## config.mk

```make
export PLATFORM = sky130hd
export DESIGN_NAME = multicycle_core
export DESIGN_NICKNAME = d
export VERILOG_FILES = /design/src/rtl/cpu_pkg.sv /design/src/rtl/regfile.sv /design/src/rtl/multicycle_core.sv
export SDC_FILE = /design/constraint.sdc
export NUM_CORES = 1
export LEC_CHECK = 0
export CAP_MARGIN = 10
export CELL_PAD_IN_SITES_DETAIL_PLACEMENT = 1
export CELL_PAD_IN_SITES_GLOBAL_PLACEMENT = 1
export CORE_ASPECT_RATIO = 1.2
export CORE_MARGIN = 2
export CORE_UTILIZATION = 43
export DETAILED_ROUTE_END_ITERATION = 8
export PLACE_DENSITY = 0.78
export SYNTH_ARGS = -nofsm -noshare
export SYNTH_HDL_FRONTEND = slang
export SYNTH_SLANG_ARGS = --single-unit
export TNS_END_PERCENT = 30
```

## constraint.sdc

```tcl
create_clock -name clk -period 2.43 [get_ports clk]
set_input_delay 0.729 -clock clk [delete_from_list [all_inputs] [get_ports clk]]
set_output_delay 0.729 -clock clk [all_outputs]
set_load 0.1 [all_outputs]
```

## src/rtl/cpu_pkg.sv

```systemverilog
// Shared definitions for the multi-cycle core: opcodes, sequencer states and
// instruction field extraction that works for any register-address width.
package cpu_pkg;

    localparam logic [3:0] OP_HALT = 4'h0;
    localparam logic [3:0] OP_ADD  = 4'h1;
    localparam logic [3:0] OP_SUB  = 4'h2;
    localparam logic [3:0] OP_AND  = 4'h3;
    localparam logic [3:0] OP_OR   = 4'h4;
    localparam logic [3:0] OP_XOR  = 4'h5;
    localparam logic [3:0] OP_SLT  = 4'h6;
    localparam logic [3:0] OP_LW   = 4'hA;
    localparam logic [3:0] OP_SW   = 4'hB;
    localparam logic [3:0] OP_BEQ  = 4'hC;
    localparam logic [3:0] OP_BNE  = 4'hD;
    localparam logic [3:0] OP_JR   = 4'hE;
    localparam logic [3:0] OP_JAL  = 4'hF;

    // Widest register address supported by the field helpers.
    localparam int RA_MAX = 8;
    localparam int IW_MAX = 4 + 2 * RA_MAX;

    typedef enum logic [2:0] {
        FETCH  = 3'd0,
        DECODE = 3'd1,
        EXEC   = 3'd2,
        MEM    = 3'd3,
        WB     = 3'd4,
        HALT   = 3'd5
    } state_e;

    function automatic logic [RA_MAX-1:0] field_mask(input int ra_w);
        return {RA_MAX{1'b1}} >> (RA_MAX - ra_w);
    endfunction

    function automatic logic [3:0] get_opcode(input logic [IW_MAX-1:0] ir, input int ra_w);
        logic [IW_MAX-1:0] sh;
        sh = ir >> (2 * ra_w);
        return sh[3:0];
    endfunction

    function automatic logic [RA_MAX-1:0] get_ra(input logic [IW_MAX-1:0] ir, input int ra_w);
        logic [IW_MAX-1:0] sh;
        sh = ir >> ra_w;
        return sh[RA_MAX-1:0] & field_mask(ra_w);
    endfunction

    function automatic logic [RA_MAX-1:0] get_rb(input logic [IW_MAX-1:0] ir, input int ra_w);
        logic [IW_MAX-1:0] sh;
        sh = ir;
        return sh[RA_MAX-1:0] & field_mask(ra_w);
    endfunction

endpackage

```

## src/rtl/regfile.sv

```systemverilog
// Register file: three asynchronous read ports (two addressed plus r0) and
// one synchronous write port; reset clears every entry.
module regfile #(
    parameter int NREGS  = 4,
    parameter int DATA_W = 8,
    localparam int RA_W  = $clog2(NREGS)
) (
    input  logic              clk,
    input  logic              rst_n,
    input  logic [RA_W-1:0]   rd_a_addr,
    input  logic [RA_W-1:0]   rd_b_addr,
    output logic [DATA_W-1:0] rd_a_data,
    output logic [DATA_W-1:0] rd_b_data,
    output logic [DATA_W-1:0] rd_0_data,
    input  logic              wr_en,
    input  logic [RA_W-1:0]   wr_addr,
    input  logic [DATA_W-1:0] wr_data
);

    logic [DATA_W-1:0] regs_r [NREGS];

    assign rd_a_data = regs_r[rd_a_addr];
    assign rd_b_data = regs_r[rd_b_addr];
    assign rd_0_data = regs_r[0];

    // Register storage with clear on reset.
    always_ff @(posedge clk or negedge rst_n) begin
        if (!rst_n) begin
            for (int i = 0; i < NREGS; i++) begin
                regs_r[i] <= {DATA_W{1'b0}};
            end
        end else if (wr_en) begin
            regs_r[wr_addr] <= wr_data;
        end
    end

endmodule

```

## src/rtl/multicycle_core.sv

```systemverilog
// Multi-cycle CPU core: FETCH/DECODE/EXEC/MEM/WB sequencer with inline ALU,
// req/ack instruction and data memory ports, sticky overflow and retire pulse.
module multicycle_core
    import cpu_pkg::*;
#(
    parameter int DATA_W = 8,
    parameter int NREGS  = 4,
    parameter int PC_W   = 8,
    localparam int RA_W  = $clog2(NREGS),
    localparam int IW    = 4 + 2 * RA_W
) (
    input  logic              clk,
    input  logic              rst_n,
    output logic              imem_req,
    output logic [PC_W-1:0]   imem_addr,
    input  logic              imem_ack,
    input  logic [IW-1:0]     imem_rdata,
    output logic              dmem_req,
    output logic              dmem_we,
    output logic [DATA_W-1:0] dmem_addr,
    output logic [DATA_W-1:0] dmem_wdata,
    input  logic              dmem_ack,
    input  logic [DATA_W-1:0] dmem_rdata,
    output logic              halted,
    output logic              retire,
    output logic              overflow
);

    state_e            state_r, state_s;
    logic [PC_W-1:0]   pc_r, npc_r, npc_s, pc_plus1_s, br_tgt_s;
    logic [IW-1:0]     ir_r;
    logic [DATA_W-1:0] a_r, b_r, r0_r, res_r, alu_s, sum_s, diff_s;
    logic [DATA_W-1:0] rf_a_s, rf_b_s, rf_0_s;
    logic [3:0]        op_s;
    logic [RA_W-1:0]   ra_s, rb_s;
    logic              ovf_s, ovf_pend_r, rf_we_s;
    logic              imem_req_r, dmem_req_r, dmem_we_r;
    logic [DATA_W-1:0] dmem_addr_r, dmem_wdata_r;
    logic              halted_r, retire_r, overflow_r;

    assign op_s = get_opcode(IW_MAX'(ir_r), RA_W);
    assign ra_s = RA_W'(get_ra(IW_MAX'(ir_r), RA_W));
    assign rb_s = RA_W'(get_rb(IW_MAX'(ir_r), RA_W));

    assign imem_req   = imem_req_r;
    assign imem_addr  = pc_r;
    assign dmem_req   = dmem_req_r;
    assign dmem_we    = dmem_we_r;
    assign dmem_addr  = dmem_addr_r;
    assign dmem_wdata = dmem_wdata_r;
    assign halted     = halted_r;
    assign retire     = retire_r;
    assign overflow   = overflow_r;

    regfile #(.NREGS(NREGS), .DATA_W(DATA_W)) u_regfile (
        .clk       (clk),
        .rst_n     (rst_n),
        .rd_a_addr (ra_s),
        .rd_b_addr (rb_s),
        .rd_a_data (rf_a_s),
        .rd_b_data (rf_b_s),
        .rd_0_data (rf_0_s),
        .wr_en     (rf_we_s),
        .wr_addr   (ra_s),
        .wr_data   (res_r)
    );

    // Register write enable: only in WB and only for opcodes that produce a result.
    always_comb begin
        rf_we_s = 1'b0;
        if (state_r == WB) begin
            case (op_s)
                OP_ADD, OP_SUB, OP_AND, OP_OR, OP_XOR, OP_SLT, OP_LW, OP_JAL: rf_we_s = 1'b1;
                default: rf_we_s = 1'b0;
            endcase
        end else begin
            rf_we_s = 1'b0;
        end
    end

    // ALU, overflow detection and next-PC selection from the operands latched in DECODE.
    always_comb begin
        sum_s      = a_r + b_r;
        diff_s     = a_r - b_r;
        pc_plus1_s = pc_r + PC_W'(1'b1);
        // Branch offset is r0 sign-extended (or truncated) to the PC width.
        br_tgt_s   = pc_r + PC_W'($signed(r0_r));
        alu_s      = {DATA_W{1'b0}};
        ovf_s      = 1'b0;
        npc_s      = pc_plus1_s;
        case (op_s)
            OP_ADD: begin
                alu_s = sum_s;
                ovf_s = (a_r[DATA_W-1] == b_r[DATA_W-1]) && (sum_s[DATA_W-1] != a_r[DATA_W-1]);
            end
            OP_SUB: begin
                alu_s = diff_s;
                ovf_s = (a_r[DATA_W-1] != b_r[DATA_W-1]) && (diff_s[DATA_W-1] != a_r[DATA_W-1]);
            end
            OP_AND: alu_s = a_r & b_r;
            OP_OR:  alu_s = a_r | b_r;
            OP_XOR: alu_s = a_r ^ b_r;
            OP_SLT: alu_s = DATA_W'($signed(a_r) < $signed(b_r));
            OP_BEQ: begin
                if (a_r == b_r) npc_s = br_tgt_s;
                else            npc_s = pc_plus1_s;
            end
            OP_BNE: begin
                if (a_r != b_r) npc_s = br_tgt_s;
                else            npc_s = pc_plus1_s;
            end
            OP_JR:  npc_s = PC_W'(a_r);
            OP_JAL: begin
                alu_s = DATA_W'(pc_plus1_s);
                npc_s = PC_W'(b_r);
            end
            default: alu_s = {DATA_W{1'b0}};
        endcase
    end

    // Sequencer next-state decode.
    always_comb begin
        state_s = state_r;
        case (state_r)
            FETCH: begin
                if (imem_req_r && imem_ack) state_s = DECODE;
                else                        state_s = FETCH;
            end
            DECODE: begin
                if (op_s == OP_HALT) state_s = HALT;
                else                 state_s = EXEC;
            end
            EXEC: begin
                if (op_s == OP_LW || op_s == OP_SW) state_s = MEM;
                else                                state_s = WB;
            end
            MEM: begin
                if (dmem_req_r && dmem_ack) state_s = WB;
                else                        state_s = MEM;
            end
            WB:      state_s = FETCH;
            HALT:    state_s = HALT;
            default: state_s = FETCH;
        endcase
    end

    // Sequencer state register.
    always_ff @(posedge clk or negedge rst_n) begin
        if (!rst_n) state_r <= FETCH;
        else        state_r <= state_s;
    end

    // Datapath registers, memory handshakes and status outputs.
    always_ff @(posedge clk or negedge rst_n) begin
        if (!rst_n) begin
            pc_r         <= {PC_W{1'b0}};
            npc_r        <= {PC_W{1'b0}};
            ir_r         <= {IW{1'b0}};
            a_r          <= {DATA_W{1'b0}};
            b_r          <= {DATA_W{1'b0}};
            r0_r         <= {DATA_W{1'b0}};
            res_r        <= {DATA_W{1'b0}};
            ovf_pend_r   <= 1'b0;
            imem_req_r   <= 1'b0;
            dmem_req_r   <= 1'b0;
            dmem_we_r    <= 1'b0;
            dmem_addr_r  <= {DATA_W{1'b0}};
            dmem_wdata_r <= {DATA_W{1'b0}};
            halted_r     <= 1'b0;
            retire_r     <= 1'b0;
            overflow_r   <= 1'b0;
        end else begin
            retire_r <= (state_s == WB);
            halted_r <= (state_s == HALT);
            case (state_r)
                FETCH: begin
                    if (imem_req_r && imem_ack) begin
                        ir_r       <= imem_rdata;
                        imem_req_r <= 1'b0;
                    end else begin
                        imem_req_r <= 1'b1;
                    end
                end
                DECODE: begin
                    a_r  <= rf_a_s;
                    b_r  <= rf_b_s;
                    r0_r <= rf_0_s;
                end
                EXEC: begin
                    res_r      <= alu_s;
                    npc_r      <= npc_s;
                    ovf_pend_r <= ovf_s;
                    if (state_s == MEM) begin
                        dmem_req_r   <= 1'b1;
                        dmem_we_r    <= (op_s == OP_SW);
                        dmem_addr_r  <= b_r;
                        dmem_wdata_r <= a_r;
                    end
                end
                MEM: begin
                    if (dmem_req_r && dmem_ack) begin
                        dmem_req_r <= 1'b0;
                        dmem_we_r  <= 1'b0;
                        if (!dmem_we_r) res_r <= dmem_rdata;
                    end
                end
                WB: begin
                    pc_r <= npc_r;
                    if (ovf_pend_r) overflow_r <= 1'b1;
                end
                default: ;
            endcase
        end
    end

endmodule

```

Yosys cells after proc, flatten, opt, wreduce, memory -nomap -nowiden
Memories as Yosys holds them, arrays and structs flattened.
Index checks and enable logic that the tools add are counted.
{"block": "classes", "div": 0, "n_bitwise": 5, "reduce_logical": 14, "add_sub_neg": 4, "order_cmp": 4, "n_mux": 29, "mul": 0, "eq_ne": 29, "n_shift": 0}
{"operator": "8-bit two-way mux", "count": 9}
{"operator": "8-bit one-hot mux with 7 select lines", "count": 1}
{"operator": "8-bit binary-select mux with 2-bit select", "count": 2}
{"operator": "32-bit bitwise mux", "count": 1}
{"operator": "8-bit one-hot mux with 4 select lines", "count": 1}
{"operator": "4-bit == test, second input constant", "count": 6}
{"operator": "8-bit adder", "count": 2}
{"operator": "8-bit demux with 2-bit select", "count": 1}
{"operator": "8-bit one-hot mux with 2 select lines", "count": 1}
{"operator": "3-bit one-hot mux with 5 select lines", "count": 1}
{"operator": "3-bit == test, second input constant", "count": 4}
{"operator": "4-bit by 3-bit == test with 1-bit output, second input constant", "count": 3}
{"operator": "3-bit by 2-bit == test with 1-bit output, second input constant", "count": 3}
{"operator": "3-bit two-way mux", "count": 3}
{"operator": "8-bit by 1-bit adder with 8-bit output, second input constant", "count": 1}
{"operator": "8-bit bitwise AND", "count": 1}
{"operator": "4-bit by 2-bit == test with 1-bit output, second input constant", "count": 2}
{"operator": "8-bit == test", "count": 1}
{"operator": "8-bit < comparator", "count": 1}
{"operator": "8-bit inequality test", "count": 1}
{"operator": "8-bit OR", "count": 1}
{"operator": "8-bit subtractor", "count": 1}
{"operator": "8-bit XOR", "count": 1}
{"operator": "3-bit >= comparator, second input constant", "count": 2}
{"operator": "other kinds (16)", "count": 35}
{"block": "word_totals", "latch_bits": 0, "input_bits": 20, "register_bits": 114, "n_memories": 1, "mem_bits_ro": 16, "word_cells": 107, "out_inout_bits": 30, "mem_bits_rw": 0}
{"name": "(no name shown)", "words": 16, "width": 1, "read_ports": 1, "rd_clocked_by_memory_dff": 0, "wr": 0, "line": "multicycle_core.sv:72", "source": "case (op_s)"}

Longest topological paths before layout
{"block": "depth", "depth_word": 7, "ltp_mapped": 9, "ltp_nobuf": 9}

Modules after synthesis
From an unflattened synthesis, not the netlist that was laid out.
{"block": "hier_totals", "hier_cells": 618, "hier_area_um2": 6670.1}
{"module": "multicycle_core", "cells_per_inst": 522, "area_per_inst_um2": 5019.8, "seq_area_each_um2": 2052.0, "instances": 1}
{"module": "regfile", "cells_per_inst": 96, "area_per_inst_um2": 1650.3, "seq_area_each_um2": 800.8, "instances": 1}

Least setup slack after synthesis
No wires, ideal clock.
{"block": "synth_path", "path_type": "register to register", "from": "register pc_r[0] (netlist: imem_addr[0])", "to": "register npc_r[6]", "n_path_buf": 0, "setup_slack_ps": -117, "setup_ps": 134, "required_time_ps": 2296, "arrival_time_ps": 2413, "synth_period_minus_slack_ps": 2547, "path_stages_with_launch": 7, "path_cell_list": "dfrtp_1 -> ha_1 -> fa_1 -> a211oi_1 -> nor4b_1 -> o41ai_1 -> a21oi_1"}
{"block": "synth_via", "elab_chain_len": 3, "word_cells_on_any_way": 5, "cone_classes": "add/sub (2); mux (3)"}
{"element": "start: declaration", "line": "multicycle_core.sv:30", "source": "logic [PC_W-1:0] pc_r, npc_r, npc_s, pc_plus1_s, br_tgt_s;"}
{"element": "start signal: assignment", "line": "multicycle_core.sv:156", "source": "pc_r <= {PC_W{1'b0}};"}
{"element": "start signal: assignment", "line": "multicycle_core.sv:208", "source": "pc_r <= npc_r;"}
{"element": "8-bit by 1-bit adder with 8-bit output / 8-bit adder (equally long branches)", "line": "multicycle_core.sv:85, multicycle_core.sv:87"}
{"element": "8-bit two-way mux, on equally long branches", "line": "multicycle_core.sv:109, multicycle_core.sv:105"}
{"element": "8-bit one-hot mux with 4 select lines *", "line": "multicycle_core.sv:91", "source": "case (op_s)"}
{"element": "end signal: assignment", "line": "multicycle_core.sv:157", "source": "npc_r <= {PC_W{1'b0}};"}
{"element": "end signal: assignment", "line": "multicycle_core.sv:191", "source": "npc_r <= npc_s;"}
{"element": "end: declaration", "line": "multicycle_core.sv:30"}
Mark *: on every way between the ends. The rest lies on a longest branch, timed or not.
A chain may end at the register's enable or synchronous reset.

Worst setup path after layout
{"block": "layout_path", "from": "register a_r[6]", "to": "register npc_r[3]"}
{"block": "layout_via", "elab_chain_len": 3, "word_cells_on_any_way": 5, "cone_classes": "eq/ne (2); mux (3)"}
{"element": "start: declaration", "line": "multicycle_core.sv:32", "source": "logic [DATA_W-1:0] a_r, b_r, r0_r, res_r, alu_s, sum_s, diff_s;"}
{"element": "start signal: assignment", "line": "multicycle_core.sv:159", "source": "a_r <= {DATA_W{1'b0}};"}
{"element": "start signal: assignment", "line": "multicycle_core.sv:185", "source": "a_r <= rf_a_s;"}
{"element": "8-bit inequality test / 8-bit == test (equally long branches)", "line": "multicycle_core.sv:109, multicycle_core.sv:105"}
{"element": "8-bit two-way mux, on equally long branches", "line": "multicycle_core.sv:109, multicycle_core.sv:105"}
{"element": "8-bit one-hot mux with 4 select lines *", "line": "multicycle_core.sv:91"}
Marks and branches as above.

==> run_results.csv <==
group,metric,value,unit
outcome,status,"finished, final reports clean",
synthesis,ys_top_cells_by_area,"dfrtp_1, mux2_2, ha_1",
global_routing,grt_max_degree,41,
synthesis,synth_fp_nets,697,
timing,fin_crit_sh,97.89,%
floorplanning,die_h,141.8,um
timing,fmax,0.4204,GHz
cells_and_area,num_antenna_cells,0,
synthesis,synth_cell_types,69,
cells_and_area,seqCellArea,0.002855,mm2
synthesis,synth_top_flop_cell,"dfrtp_1",
worst_setup_path,critPathArrivalTime,2.67,ns
global_routing,grt_usage,29.41,%
synthesis,synth_area_leader_cell,"dfrtp_1",
worst_setup_path,crit_type,"reg2reg",
routing,first_iter_violations,324,
place,dp.cells,932,
synthesis,avgSynthCellArea,10.60,um2
timing,period_needed,2.379,ns
synthesis,ys_seq_area_share,41.90,%
synthesis,ys_ff_latch,114,
routing,routedWlPerCell,24.57,um
synthesis,netlist_area,0.006808,mm2
timing,hold_viol_final,0,
cells_and_area,finalNonFillerCells,971,
routing,wl_met1,9734,um
synthesis,ys_async_sr_fraction,100.0,%
cells_and_area,fin_util,55.55,%
routing,dr.pass1.iters,5,
place,routabilityCongestion,0.9705,
routing,drcViolationCount,0,
routing,ant_nets,0,
pwr,p_leak,3.912,nW
worst_setup_path,worst_path_max_delay_cell,"or4_4",
worst_setup_path,crit_top_cell,"buf_6",
routing,totalWireLength,23860,um
worst_setup_path,path_max_fanout,4,
global_routing,antenna_found_initial,0,
timing,final-setup-viol-count,0,
run,drv_cap,0,
floorplanning,rows,50,
timing,skew,0.01049,ns
global_routing,grt_pass1_vias,6159,
floorplanning,fp.dieW,118.9,um
place,hpwl,17770,um
synthesis,syn_inst,642,
routing,wl_met2,12190,um
worst_setup_path,required,2.73,ns
routing,vias,5805,
cells_and_area,area_growth,27.11,%
timing,slew_headroom,46.65,%
place,place_area,0.007909,mm2
pwr,p_per_area,1482,mW/mm2
cts,clk_latency,0.43,ns
global_routing,grt_pass1_wl,36850,um
worst_setup_path,critical_path.top_delay_family,"simple AND/OR/NAND/NOR gates",
worst_setup_path,cp_num_buf_inv,3,
cts,h-tree-depth,4,
cells_and_area,design_area,0.008653,mm2
pwr,ir_drop,862.6,uV
global_routing,grt_overflow,0,
worst_setup_path,cp_cell_sequence,"inv_1 -> ha_1 -> or4_4 -> nor3_4 -> buf_6 -> o31ai_4 -> buf_6 -> a221oi_2 -> o21ai_1",
worst_setup_path,worst_setup_path_start_kind,"flop",
routing,wl_met3,1052,um
timing,tightest_slew,0.8002,ns
cts,cts_hold_buffers,0,
floorplanning,start_util,43.70,%
place,io_buffers,49,
worst_setup_path,endpoint_kind,"flop",
cells_and_area,n_fill_cell,1635,
routing,viasPerCell,5.978,
worst_setup_path,critPathMaxStageDelay,0.57,ns
floorplanning,io_pins,50,
synthesis,synth-edff-count,0,
cts,cts_tree,"done",
floorplanning,die_area,0.01686,mm2
timing,drv_slew,0,
min_path,worstHoldPathType,"in2async",
cts,cts_buffers,17,
synthesis,synth.top_cell.area_share,41.90,%
cells_and_area,layout-drive-gt1-share,32.77,%
cts,cts_root_buf,"clkbuf_16",
cells_and_area,multi_input_area,0.003804,mm2
routing,top_layer,"met4",
cts,clk_path_buf_depth,2,
floorplanning,core_area,0.01558,mm2
synthesis,yosysWarnings,0,
cells_and_area,nets,805,
cts,cts.clk_slew.worst_paths,0.06,ns
cts,cts_sinks,114,
metal layers:
metal  vias up  GRT usage (%)
li1       2577              -
met1      2982          36.41
met4         0          12.59
met2       188          50.88
met5         -              0
met3        58          4.783
through the flow:
step	worst slack (ns)	hold WS (ns)	TNS [ns]	power (W)
detailed placement	-0.1014	0.4508	-0.5350	0.009984
floorplan	0.01454	0.4334	0	0.007585
finish	0.05126	0.2660	0	0.01282
global route	-0.02882	0.3002	-0.07555	0.01345
CTS	0.03907	0.2766	0	0.01263
global placement	-0.02724	0.4531	-0.03707	0.009756
final timing paths:
kind,slack [ns],cells after the start,start,endpoint
hold / removal,0.27,1,rst_n,ir_r[7]
hold reg to reg,0.47,1,overflow,overflow
max in group asynchronous,1.56,2,rst_n,u_regfile.rd_0_data[2]
setup / recovery,0.05,9,a_r[6],npc_r[3]
setup reg to reg,0.05,9,a_r[6],npc_r[3]
min in group clk,0.47,1,overflow,overflow
sequential cells by signal (all words and copies together) (netlist names):
signal,flops
dmem_wdata,8
dmem_req,1
ir_r,8
npc_r,8
dmem_we,1
imem_addr,8
r0_r,8
dmem_addr,8
state_r,3
halted,1
overflow,1
retire,1
b_r,8
imem_req,1
res_r,8
a_r,8
u_regfile.rd_0_data,8
ovf_pend_r,1
u_regfile.regs_r,24
report_power, final:
group / leakage, nW / total [W] / switching (W) / internal (W)
sequential: 1.50 / 0.00352 / 0.000938 / 0.00258
clock: 0.276 / 0.00242 / 0.000906 / 0.00151
combinational: 2.14 / 0.00688 / 0.00415 / 0.00274
total: 3.91 / 0.0128 / 0.00599 / 0.00683
cells in the mapped netlist, types with 8 or more instances:
cell / instances
nand2b_1: 8
a211oi_1: 9
a31oi_1: 8
nor2b_1: 14
ha_1: 32
o21ai_0: 36
o22ai_1: 9
mux2i_1: 8
mux2_2: 71
inv_1: 31
buf_2: 9
a21oi_1: 21
clkbuf_1: 20
nand2_1: 65
nand3_1: 14
nor2_1: 39
dfrtp_1: 114
mux4_2: 16
area by class of cell:
type | count | share of cell area, %
clock inverters | 8 | 0.8965
clock buffers | 24 | 5.682
multi-input cells | 465 | 43.96
well taps | 208 | 3.008
repair buffers | 121 | 12.12
inverters | 31 | 1.345
flip-flops and latches | 114 | 33.00
logic make-up (layout without fill, tap and decap cells):
logic type               after synthesis  count (layout)  synth area share (%)
AND/OR/NAND/NOR                      190             190                 14.65
AO/OA/AOI/OAI                        135             135                 13.43
flip-flops                           114             114                 41.90
multiplexers                          95              95                 18.21
buffers and inverters                 63             184                 3.749
adder cells (fa/ha/maj)               35              35                 6.763
XOR/XNOR                              10              10                 1.286
repair_timing:
| action | 4_1_cts | 5_1_grt |
|---|---|---|
| setup buffers | 4 | 3 |
| pin swaps | 2 | 5 |
| setup endpoints to repair | 9 | 22 |
| cloned | 0 | 0 |
| resized for setup | 8 | 13 |
placed cells by master (no fill, tap or decap), drive strengths merged, types with 5 or more instances in the layout:
cell | synthesis | layout
xor2 | 6 | 6
nand3 | 14 | 14
dfrtp | 114 | 114
nor3 | 8 | 8
nor2b | 14 | 14
a21oi | 21 | 21
clkbuf | 20 | 24
nand4 | 5 | 5
clkinv | 0 | 5
inv | 31 | 31
a31oi | 8 | 8
mux2i | 8 | 8
a21o | 6 | 6
buf | 12 | 103
mux4 | 16 | 16
nand2b | 8 | 8
ha | 32 | 32
o21ai | 39 | 39
a221oi | 9 | 9
o31ai | 5 | 5
a22oi | 5 | 5
clkdlybuf4s50 | 0 | 18
a211oi | 9 | 9
o22ai | 9 | 9
nand2 | 65 | 65
mux2 | 71 | 71
nor2 | 40 | 40
No activity file was read; power rests on OpenSTA's default activity.
==> RTL change (config.mk and constraints unchanged) <==
Put one more register stage on the output `overflow`, without a reset. The value now appears one clock later. The other outputs are not delayed to match.
--- a/src/rtl/multicycle_core.sv
+++ b/src/rtl/multicycle_core.sv
@@ -51,5 +51,7 @@
     assign halted     = halted_r;
     assign retire     = retire_r;
-    assign overflow   = overflow_r;
+    always_ff @(posedge clk) begin
+        overflow <= overflow_r;
+    end
 
     regfile #(.NREGS(NREGS), .DATA_W(DATA_W)) u_regfile (
Check against the original RTL: no difference found for any inputs over 10 cycles, from zero or initial values and one cycle with rst_n low; that may be too few to reach the edited logic, so the function may still have changed.
==> RTL change against the original RTL <==
- the run now ends with negative setup slack left
- clock skew is 0.0023 ns lower
- final cell count did not move
- cell area increased by 1.4%
- count of clock-buffer cells in the layout is 3 lower
- setup slack worse by 0.13 ns
- synthesized area fell by 1.0%
- sequential cell count rose by 1
- clock power increased by 11%
- wire length shrank 2.1%
- total power is 11% higher
- critical path type unchanged
- highest routed layer unchanged
==> RTL change: results (changes against the original RTL) <==
----------------------------------------------------
[Critical path]
  Signal arrival time at the worst endpoint ... 2.86 ns (+0.19 ns)
  Worst-path maximum fanout ... 2 (-2)
  Reg-to-reg startpoint ... b_r[0]
  Length in cells of the worst reg-to-reg path ... 7 (-2)
  Stage delay of the slowest cell on the critical path ... 0.52 ns (-0.05 ns)
  End of the worst register-to-register path ... npc_r[7]

[Final layout]
  Final #Nets ... 807 (+0.25%)
  Fraction of layout instances using a drive strength above 1 ... 0.3683 (+0.04063)

[Global route]
  GR Util All Layers ... 0.2856 (-0.008485)
  Met1 usage ... 0.3194 (-0.04470)
  Met3 Usage GRT ... 0.04652 (-0.001309)
  Global-route wire length before repair ... 36.20 mm (-1.8%)
  M2 GR Usage ... 0.5242 (+0.01541)

[Placement]
  Cell count after placement ... 933 (+0.11%)
  Cell Area, Placed ... 7905 sq um (about the same)
  Dpl ws ... -0.1129 ns (-0.01150 ns)
  Total half-perimeter wirelength after legalization and detailed placement ... 17.23 mm (-3.1%)
  Gpl congestion ... 0.9865 (+1.6%)

[Yosys]
  Mux cell area share after synthesis ... 0.1838 (+0.001674)
  Mapped Nets ... 685 (-1.7%)
  Share of the yosys chip area belonging to registers ... 0.4263 (+0.007250)
  Synth Area in Adders ... 0.06833 (+0.0006907)
  Average instance area after synthesis ... 10.70 sq um (+0.87%)
  Top area cells in the synthesized netlist ... sky130_fd_sc_hd__dfrtp_1, sky130_fd_sc_hd__mux2_2, sky130_fd_sc_hd__ha_1

[Timing]
  Clock Skew ... 0.008192 ns (-0.002293 ns)
  Number of setup violations in the final report ... 4 (+4)
  Final setup TNS ... -0.1663 ns (-0.1663 ns)
  Post-route worst setup slack ... -0.07477 ns (-0.1260 ns)

[Drt]
  DRT met1 WL ... 9.010 mm (-7.4%)
  Via count ... 5686 (-2.0%)
  Met2 WL ... 12.50 mm (+2.5%)
  Total wirelength of the detailed-routed design ... 23.36 mm (-2.1%)

[Outcome]
  Failing checks ... negative setup slack
  Status ... complete, but fails checks

[Pwr]
  Power dissipated by switching net loads ... 6.619 mW (+10%)
  Proportion of power drawn by combinational gates ... 0.554 (+0.017)
  Sequential power ... 3.65 mW (+4%)

[CTS]
  Post-CTS setup buffer count ... 5 (+1)

----------------------------------------------------
-- RTL change: area by class of cell --
class | instances | area [sq um]
flip-flops and latches | 115 | 2875
well taps | 208 | 260.3
inverters | 31 | 116.4
clock buffers | 21 | 470.5
fillers | 1696 | 6676
clock inverters | 9 | 153.9
repair buffers | 136 | 1124
multi-input cells | 451 | 3776
-- RTL change: worst register-to-register path, cell delays in order (launching register included) --
cell and delay, ns:
sky130_fd_sc_hd__dfrtp_1 0.40, sky130_fd_sc_hd__inv_2 0.10, sky130_fd_sc_hd__ha_4 0.21, sky130_fd_sc_hd__or4_4 0.52
sky130_fd_sc_hd__or3_4 0.42, sky130_fd_sc_hd__a211oi_4 0.24, sky130_fd_sc_hd__or4b_1 0.46, sky130_fd_sc_hd__nand3_1 0.10
-- RTL change: metrics by stage --
step	utilization	hold slack (ns)
6_report	0.5679	0.2733
5_1_grt	0.5679	0.3128
4_1_cts	0.5616	0.2838
3_5_place_dp	0.5116	0.3729
3_3_place_gp	0.5116	0.3596
2_1_floorplan	-	0.3489
